===== src/rtl/popcnt_pkg.sv =====
`default_nettype none
// ==================================================================
// popcnt_pkg : shared encodings and helpers for the popcount engine
// Rev 1.0
// ==================================================================
package popcnt_pkg;

  localparam logic [1:0] POPCNT_ONES    = 2'd0;
  localparam logic [1:0] POPCNT_ZEROS   = 2'd1;
  localparam logic [1:0] POPCNT_HAMMING = 2'd2;
  localparam logic [1:0] POPCNT_MASKED  = 2'd3;

  typedef enum logic [2:0] {
    ST_RESET   = 3'd0,
    ST_IDLE    = 3'd1,
    ST_WORKING = 3'd2,
    ST_DRAIN   = 3'd3,
    ST_DONE    = 3'd4
  } state_e;

  // Bits needed to hold a per-word count of 0..data_w.
  function automatic int unsigned cnt_width(input int unsigned data_w);
    return $clog2(data_w) + 1;
  endfunction

  // Number of valid LSBs in the final word; a tail of 0 means the whole word.
  function automatic int unsigned tail_mask_width(input int unsigned tail,
                                                  input int unsigned data_w);
    return (tail == 0) ? data_w : tail;
  endfunction

endpackage
`default_nettype wire


===== src/rtl/popcnt_tree.sv =====
`default_nettype none
// ==================================================================
// popcnt_tree : combinational popcount, nibble lookup + log2 adder tree
// Rev 1.0
// ==================================================================
module popcnt_tree
  import popcnt_pkg::*;
#(
  parameter int unsigned DATA_W   = 64,
  parameter int unsigned CNT_BITS = cnt_width(DATA_W)
) (
  input  logic [DATA_W-1:0]   data,
  output logic [CNT_BITS-1:0] count
);

  localparam int unsigned NIB  = DATA_W / 4;
  localparam int unsigned LVLS = $clog2(NIB);

  function automatic logic [2:0] nib_pop(input logic [3:0] n);
    case (n)
      4'h0:                         return 3'd0;
      4'h1, 4'h2, 4'h4, 4'h8:       return 3'd1;
      4'h7, 4'hB, 4'hD, 4'hE:       return 3'd3;
      4'hF:                         return 3'd4;
      default:                      return 3'd2;
    endcase
  endfunction

  for (genvar l = 0; l <= LVLS; l++) begin : g_lvl
    logic [CNT_BITS-1:0] s [NIB >> l];
    if (l == 0) begin : g_leaf
      for (genvar i = 0; i < NIB; i++) begin : g_nib
        assign s[i] = {{(CNT_BITS-3){1'b0}}, nib_pop(data[4*i +: 4])};
      end
    end else begin : g_add
      for (genvar i = 0; i < (NIB >> l); i++) begin : g_pair
        assign s[i] = g_lvl[l-1].s[2*i] + g_lvl[l-1].s[2*i+1];
      end
    end
  end

  assign count = g_lvl[LVLS].s[0];

endmodule
`default_nettype wire


===== src/rtl/popcnt_engine.sv =====
`default_nettype none
// ==================================================================
// popcnt_engine : streaming job-based saturating population counter
// Rev 1.0
// ==================================================================
module popcnt_engine
  import popcnt_pkg::*;
#(
  parameter int unsigned DATA_W = 64,
  parameter int unsigned LEN_W  = 32,
  parameter int unsigned CNT_W  = 64,
  parameter int unsigned TAIL_W = $clog2(DATA_W)
) (
  input  logic              clk,
  input  logic              rst_n,
  output logic              start_rdy,
  input  logic              start_vld,
  input  logic [LEN_W-1:0]  start_len,
  input  logic [1:0]        start_mode,
  input  logic [DATA_W-1:0] start_key,
  input  logic [TAIL_W-1:0] start_tail,
  input  logic              ivld,
  input  logic [DATA_W-1:0] idat,
  output logic              irdy,
  input  logic              done_full,
  output logic              done_wr,
  output logic [CNT_W-1:0]  done_count
);

  localparam int unsigned CNT_BITS = cnt_width(DATA_W);

  state_e              state_q, state_d;
  logic [LEN_W-1:0]    left_q, left_d;
  logic [1:0]          mode_q, mode_d;
  logic [DATA_W-1:0]   key_q, key_d;
  logic [TAIL_W-1:0]   tail_q, tail_d;
  logic                s1_vld_q, s1_vld_d;
  logic [DATA_W-1:0]   s1_dat_q, s1_dat_d;
  logic                s2_vld_q, s2_vld_d;
  logic [CNT_BITS-1:0] s2_cnt_q, s2_cnt_d;
  logic [CNT_W-1:0]    acc_q, acc_d;

  logic                start_fire;
  logic                accept;
  logic                last_word;
  logic [DATA_W-1:0]   tail_mask;
  logic [DATA_W-1:0]   xform;
  logic [CNT_BITS-1:0] tree_cnt;
  logic [CNT_W:0]      sum;

  assign start_rdy  = (state_q == ST_IDLE);
  assign irdy       = (state_q == ST_WORKING);
  assign done_wr    = (state_q == ST_DONE) && !done_full;
  assign done_count = acc_q;

  assign start_fire = start_vld && start_rdy;
  assign accept     = ivld && irdy;
  assign last_word  = (left_q == LEN_W'(1));

  always_comb begin
    tail_mask = '0;
    for (int unsigned i = 0; i < DATA_W; i++) begin
      tail_mask[i] = (i < tail_mask_width(32'(tail_q), DATA_W));
    end
  end

  always_comb begin
    xform = idat;
    case (mode_q)
      POPCNT_ONES:    xform = idat;
      POPCNT_ZEROS:   xform = ~idat;
      POPCNT_HAMMING: xform = idat ^ key_q;
      default:        xform = idat & key_q;
    endcase
    // Masking after the transform keeps dropped bits out of every mode.
    if (last_word && (tail_q != '0)) begin
      xform = xform & tail_mask;
    end
  end

  popcnt_tree #(.DATA_W(DATA_W)) u_tree (
    .data  (s1_dat_q),
    .count (tree_cnt)
  );

  assign sum = {1'b0, acc_q} + (CNT_W+1)'(s2_cnt_q);

  always_comb begin
    state_d  = state_q;
    left_d   = left_q;
    mode_d   = mode_q;
    key_d    = key_q;
    tail_d   = tail_q;
    s1_vld_d = accept;
    s1_dat_d = accept ? xform : s1_dat_q;
    s2_vld_d = s1_vld_q;
    s2_cnt_d = tree_cnt;
    acc_d    = acc_q;

    if (s2_vld_q) begin
      acc_d = sum[CNT_W] ? {CNT_W{1'b1}} : sum[CNT_W-1:0];
    end

    case (state_q)
      ST_RESET: state_d = ST_IDLE;
      ST_IDLE: begin
        if (start_fire) begin
          left_d  = start_len;
          mode_d  = start_mode;
          key_d   = start_key;
          tail_d  = start_tail;
          acc_d   = '0;
          state_d = (start_len == '0) ? ST_DONE : ST_WORKING;
        end
      end
      ST_WORKING: begin
        if (accept) begin
          left_d = left_q - LEN_W'(1);
          if (last_word) state_d = ST_DRAIN;
        end
      end
      ST_DRAIN: begin
        if (!s1_vld_q && !s2_vld_q) state_d = ST_DONE;
      end
      ST_DONE: begin
        if (done_wr) state_d = ST_IDLE;
      end
      default: state_d = ST_RESET;
    endcase
  end

  always_ff @(posedge clk) begin
    if (!rst_n) begin
      state_q  <= ST_RESET;
      left_q   <= '0;
      s1_vld_q <= 1'b0;
      s2_vld_q <= 1'b0;
      acc_q    <= '0;
    end else begin
      state_q  <= state_d;
      left_q   <= left_d;
      s1_vld_q <= s1_vld_d;
      s2_vld_q <= s2_vld_d;
      acc_q    <= acc_d;
    end
  end

  // Data-path registers are qualified by the valids and need no reset.
  always_ff @(posedge clk) begin
    mode_q   <= mode_d;
    key_q    <= key_d;
    tail_q   <= tail_d;
    s1_dat_q <= s1_dat_d;
    s2_cnt_q <= s2_cnt_d;
  end

endmodule
`default_nettype wire


===== config.mk =====
export PLATFORM = sky130hd
export DESIGN_NAME = popcnt_engine
export DESIGN_NICKNAME = d
export VERILOG_FILES = /design/src/rtl/popcnt_pkg.sv /design/src/rtl/popcnt_tree.sv /design/src/rtl/popcnt_engine.sv
export SDC_FILE = /design/constraint.sdc
export NUM_CORES = 1
export LEC_CHECK = 0
export BUFFER_PORTS_ARGS = -buffer_cell sky130_fd_sc_hd__buf_2
export CORE_MARGIN = 5
export CORE_UTILIZATION = 25
export CTS_CLUSTER_DIAMETER = 200
export CTS_CLUSTER_SIZE = 20
export DETAILED_ROUTE_END_ITERATION = 10
export HOLD_SLACK_MARGIN = 0.02
export SETUP_SLACK_MARGIN = 0.05
export SYNTH_ARGS = -nofsm -noshare
export SYNTH_HDL_FRONTEND = slang
export SYNTH_SLANG_ARGS = --single-unit

===== constraint.sdc =====
create_clock -name clk -period 11.25 [get_ports clk]
set_input_delay 1.125 -clock clk [delete_from_list [all_inputs] [get_ports clk]]
set_output_delay 1.125 -clock clk [all_outputs]
set_load 0.005 [all_outputs]

Word-level counts from Yosys, hierarchy flattened
Memory sizes are Yosys's and may differ from the RTL's. A register that Yosys moved wholly into a read port is not among the register bits.
Index checks and enable logic that the tools add are counted.
{ "totals": {"romBits": 768, "n_memories": 16, "register_bits": 244, "in_bits": 173, "output_inout_bits": 67} }
{ "classes": {"order_cmp": 64, "n_reduce_logical": 17, "bitwise": 4, "eq_ne": 12, "mux": 33, "add_sub_neg": 17} }
{ "memory_table": {"columns": ["name", "words", "width", "rd", "rd_ports_with_merged_regs", "wr", "line_no", "rtl"], "rows": [
  ["(no name shown)", 16, 3, 1, 1, 0, "popcnt_tree.sv:20", "case (n)"],
  ["(no name shown)", 16, 3, 1, 1, 0, "popcnt_tree.sv:20", null],
  ["(no name shown)", 16, 3, 1, 1, 0, "popcnt_tree.sv:20", null],
  ["(no name shown)", 16, 3, 1, 1, 0, "popcnt_tree.sv:20", null],
  ["(no name shown)", 16, 3, 1, 1, 0, "popcnt_tree.sv:20", null],
  ["(no name shown)", 16, 3, 1, 1, 0, "popcnt_tree.sv:20", null],
  ["10 more memories", null, null, null, null, null, null, null]
]} }
{ "op_table": {"columns": ["cell", "n"], "rows": [
  ["6-bit by 32-bit < comparator with 1-bit output, first input constant", 31],
  ["5-bit by 32-bit < comparator with 1-bit output, first input constant", 16],
  ["64-bit two-way mux", 5],
  ["4-bit by 32-bit < comparator with 1-bit output, first input constant", 8],
  ["64-bit one-hot mux with 3 select lines", 1],
  ["64-bit bitwise AND", 2],
  ["3-bit by 32-bit < comparator with 1-bit output, first input constant", 4],
  ["64-bit by 7-bit adder with 65-bit output", 1],
  ["1-bit by 32-bit < comparator with 1-bit output, first input constant", 2],
  ["2-bit by 32-bit < comparator with 1-bit output, first input constant", 2],
  ["32-bit two-way mux", 2],
  ["4-bit two-way mux", 16],
  ["64-bit inverter", 1],
  ["32-bit one-hot mux with 2 select lines", 1],
  ["64-bit XOR", 1],
  ["7-bit adder", 7],
  ["3-bit by 3-bit adder with 4-bit output", 8],
  ["32-bit by 1-bit == test with 1-bit output, second input constant", 1],
  ["32-bit zero test", 1],
  ["32-bit by 1-bit subtractor with 32-bit output, second input constant", 1],
  ["3-bit two-way mux", 6],
  ["3-bit one-hot mux with 5 select lines", 1],
  ["6-bit by 7-bit < comparator with 1-bit output, first input constant", 1],
  ["7-bit two-way mux", 1],
  ["other kinds (17)", 27]
]} }

Logic depth before layout (Yosys ltp)
{ "logic_depth": {"depth_word": 6, "ltp_mapped": 14, "depth_no_buf": 14} }

By module
A second synthesis with hierarchy kept.
{ "hier_totals": {"hier_cells": 1701, "hier_area_um2": 16219.3} }
{ "by_module_without_submodules": {"columns": ["mod", "cells_each", "seq_area_each_um2", "n_inst", "area_each_um2"], "rows": [
  ["popcnt_engine", 1386, 6246.0, 1, 13406.6],
  ["popcnt_tree", 315, 0.0, 1, 2812.7]
]} }

Worst setup path before layout
No wires, ideal clock.
{ "synth_timing": {"kind": "input port to flip-flop", "from": "input ivld", "to": "register u_tree.g_lvl[0].s[64] (netlist name)", "n_path_buf": 2, "required_time_ns": 11.168, "stages": 10, "arrival_ns": 4.783, "slack_ns": 6.384, "cell_sequence": "nand2_1 inv_1 buf_2 buf_1 mux2i_1 inv_1 ha_1 inv_1 or3_1 o221ai_1"} }
{ "synth_via": {"elab_chain_len": 2} }
{ "synth_rtl": {"columns": ["item", "line_no", "rtl"], "rows": [
  ["start, declared", "popcnt_engine.sv:22", "input logic ivld,"],
  ["1-bit logical AND", "popcnt_engine.sv:57", "assign accept = ivld && irdy;"],
  ["named net accept", "popcnt_engine.sv:44", "logic accept;"],
  ["4-bit two-way mux (no line)", null, null]
]} }
The timed path passes the listed nets, and every way through them passes these cells.
A chain may end at the register's enable or synchronous reset.

Final worst setup path
{ "layout_timing": {"from": "register u_tree.g_lvl[0].s[14] (netlist name)", "to": "register s2_cnt_q[6]"} }
{ "layout_via": {"elab_chain_len": 4} }
{ "layout_rtl": {"columns": ["item", "line_no", "rtl"], "rows": [
  ["3-bit by 3-bit adder with 4-bit output", "popcnt_tree.sv:37", "assign s[i] = g_lvl[l-1].s[2*i] + g_lvl[l-1].s[2*i+1];"],
  ["7-bit adder (3 in a row)", "popcnt_tree.sv:37", null],
  ["named net s2_cnt_d[6]", "popcnt_engine.sv:40", "logic [CNT_BITS-1:0] s2_cnt_q, s2_cnt_d;"],
  ["end signal, assigned", "popcnt_engine.sv:154", "s2_cnt_q <= s2_cnt_d;"],
  ["end, declared", "popcnt_engine.sv:40", null]
]} }
The timed path passes the listed nets, and every way through them passes these cells.

==> results.toml <==
[critical_path]
worstSetupStartpointType = "flop"
rrSetupSlack_ps = 6890
startpoint = "u_tree.g_lvl[0].s[14]$_DFF_P_"
cp_slowest_cell = "fa_1"
crit_path_end_kind = "flop"
crit_chain = "ha_1, fa_1, xor2_1, fa_1, fa_1, fa_1, inv_1, fa_1, inv_1, ha_1, fa_1, a21o_1, a21o_1"
required_ps = 11670
arrival_ps = 4780
rr_worst_depth = 13
cp-endpoint = "s2_cnt_q[6]$_DFF_P_"
crit_fanout = 2
r2r-end = "s2_cnt_q[6]$_DFF_P_"
worstReg2RegStart = "u_tree.g_lvl[0].s[14]$_DFF_P_"
worstSetupPathType = "flop to flop"
crit_top_cell = "fa_1"
slowest_delay_ps = 540

[detailed_routing]
drtIter0Drc = 696
vias = 13700
drcViolationCount = 0
wirelength_mm = 47.4
routed_via_density = 4.58
ant_nets = 0
drt-wirelength-per-cell_um = 15.9
first_pass_iters = 5

[cts]
cts_tree = "done"
ctsHoldBuffers = 0
ctsResizeCount = 0
post-cts-setup-buffer-count = 0
cts_made_buffers = 18
htreeDepth = 1
clk_pin_slew_worst_paths_ps = 100
root_buffer = "clkbuf_16"
clk_path_buf_depth = 3
clock_latency_ps = 540
cts.sinks = 292

[place]
globalplace.congestion = 0.813
postPlaceCellArea_um2 = 20300
io_buffers = 239
dpl.cell_count = 2953
dp_hpwl_mm = 36.0

[timing]
rsz0062_at_grt = "false"
fin_crit_sh = 0.388
clock.fmax_mhz = 229
final_hold_viol_count = 0
drv_slew = 0
relSlewSlack = 0.315
period_needed_ps = 4360
setup_viol = 0
finClkSkew_ps = 30.0
fin_setup_tns_ps = 0
worst_slew_pin_slew_ps = 1020

[die]
start_util = 0.251
io_pins = 240
dieArea_um2 = 78500
rows = 99
die_w_um = 280
die_h_um = 280
core_area_um2 = 72700

[layout]
n_fill_cell = 7600
layout_common_cells = "buf_2 (239), dfxtp_1 (156), ha_1 (152), edfxtp_1 (136), nand2_1 (133)"
post-route-util = 0.287
fin_nets = 2371
instances_no_fill = 2985
multi_input_area_um2 = 10200
drive_gt1_frac = 0.174
fin_area_um2 = 20800
area.growth.synth_to_final_pct = 14.3
final_common_cell = "buf_2"
regArea_um2 = 7210

[logic_synthesis]
synth.largest_area_cell = "edfxtp_1"
ys_ff_latch = 292
yosys_warnings = 0
synth-edff-count = 136
yosys.area.top_type_share = 0.224
syn_area_um2 = 18200
synth_area_per_cell_um2 = 9.90
async_flop_share = 0
ys_top_cells_by_area = "edfxtp_1 (22%), dfxtp_1 (17%), ha_1 (10%)"
synth_ff_type = "dfxtp_1"
syn_inst = 1842
yosysUniqueCellTypes = 79
synth_fp_nets = 2199
ys_seq_area_frac = 0.395

[pwr]
p_int_mw = 3.06
p_per_area_nw_per_um2 = 261
leakagePower_nw = 8.47
power_frac_clock = 0.129
p_sw_mw = 2.38
p_total_mw = 5.43
p_comb_frac = 0.595
ir_worst_vdd_v = 0.000454
switching_share = 0.438
seq_power_share = 0.276

[global_route]
grt_pass1_wl_mm = 74.3
grt_pass1_vias = 13200
grt_start_max_net_pins = 129
grt-ovfl-total = 0
grt_usage = 0.116
antenna_found_initial = 4

[flow_run]
maxCapViolations = 0

[outcome]
status = "complete, no violations"

[hold_path]
min_path_type = "flop to flop"
worst min-delay path by stage:
stage | startpoint | endpoint | slack, ps | cells past startpoint
6_report | s1_vld_q$_SDFF_PN0_ | s2_vld_q$_SDFF_PN0_ | 470 | 1
5_1_grt | s1_vld_q$_SDFF_PN0_ | s2_vld_q$_SDFF_PN0_ | 490 | 1
4_1_cts | s1_vld_q$_SDFF_PN0_ | s2_vld_q$_SDFF_PN0_ | 470 | 1
3_5_place_dp | s1_vld_q$_SDFF_PN0_ | s2_vld_q$_SDFF_PN0_ | 450 | 1
3_3_place_gp | s1_vld_q$_SDFF_PN0_ | s2_vld_q$_SDFF_PN0_ | 440 | 1
2_1_floorplan | s1_vld_q$_SDFF_PN0_ | s2_vld_q$_SDFF_PN0_ | 430 | 1
routing by layer:
metal,global-route usage,up-vias,share of wire
met2,0.187,350,0.44
met5,0,-,0.00057
met4,0.0347,4,0.032
li1,-,6920,-
met1,0.162,6332,0.47
met3,0.0196,61,0.054
area by class of cell:
| class | instances | share of cell area |
|---|---|---|
| Timing Repair Buffer | 252 | 0.0627 |
| Multi-Input combinational cell | 1341 | 0.489 |
| Clock inverter | 3 | 0.00204 |
| Antenna cell | 3 | 0.000360 |
| Sequential cell | 292 | 0.346 |
| Inverter | 109 | 0.0197 |
| Clock buffer | 26 | 0.0230 |
| Tap cell | 959 | 0.0576 |
power groups by stage:
| stage | clock network [mW] | registers [mW] | logic (mW) |
|---|---|---|---|
| global placement | 0 | 1.52 | 3.26 |
| finish | 0.700 | 1.50 | 3.23 |
| CTS | 0.734 | 1.50 | 3.35 |
| detailed placement | 0 | 1.53 | 3.33 |
| floorplan | 0 | 1.49 | 2.52 |
| global route | 0.766 | 1.52 | 3.80 |
cells in the mapped netlist, drive strengths merged, types with 7 or more instances:
library cell,number
o21ai,99
a21o,20
o221ai,19
nor3,70
or2,12
dfxtp,156
a221oi,21
a31oi,14
mux2,11
a21oi,123
and2,15
mux2i,96
nand2,136
clkbuf,64
and4,8
nor2b,13
edfxtp,136
and3,16
a211oi,7
o21a,14
ha,152
nor2,123
xor2,89
nand3,33
nand4,23
nand2b,11
fa,32
nor4,34
xnor2,70
o31ai,15
inv,108
buf,36
a22oi,8
sequential cells by signal, indices dropped and copies added (netlist names), 2 cells and up:
register and cells:
s2_cnt_q 7, left_q 32, s1_dat_q 64, done_count 64
state_q 3, key_q 64, u_tree.g_lvl.s 48, tail_q 6
mode_q 2
stage by stage:
step | setup slack (ps) | hold slack (ps)
floorplan | 6380 | 431
global placement | 6900 | 441
detailed placement | 6870 | 446
CTS | 6860 | 471
global route | 6680 | 494
finish | 6890 | 466
worst max-delay path, delay by kind of cell, from the launching register on:
family	cells	cell delay [ps]
buffers and inverters	2	90
XOR/XNOR	1	190
AO/OA/AOI/OAI	2	330
flip-flops	1	310
adder cells (fa/ha/maj)	8	3290
logic make-up (layout without fill, tap and decap cells):
family | after synthesis | in the layout | share of synthesized area
flip-flops | 292 | 292 | 0.395
adder cells (fa/ha/maj) | 184 | 184 | 0.139
XOR/XNOR | 159 | 159 | 0.0780
AND/OR/NAND/NOR | 510 | 510 | 0.139
multiplexers | 107 | 107 | 0.0603
AO/OA/AOI/OAI | 381 | 381 | 0.141
buffers and inverters | 209 | 390 | 0.0468
other | 0 | 3 | 0
No activity file was read; power rests on OpenSTA's default activity.
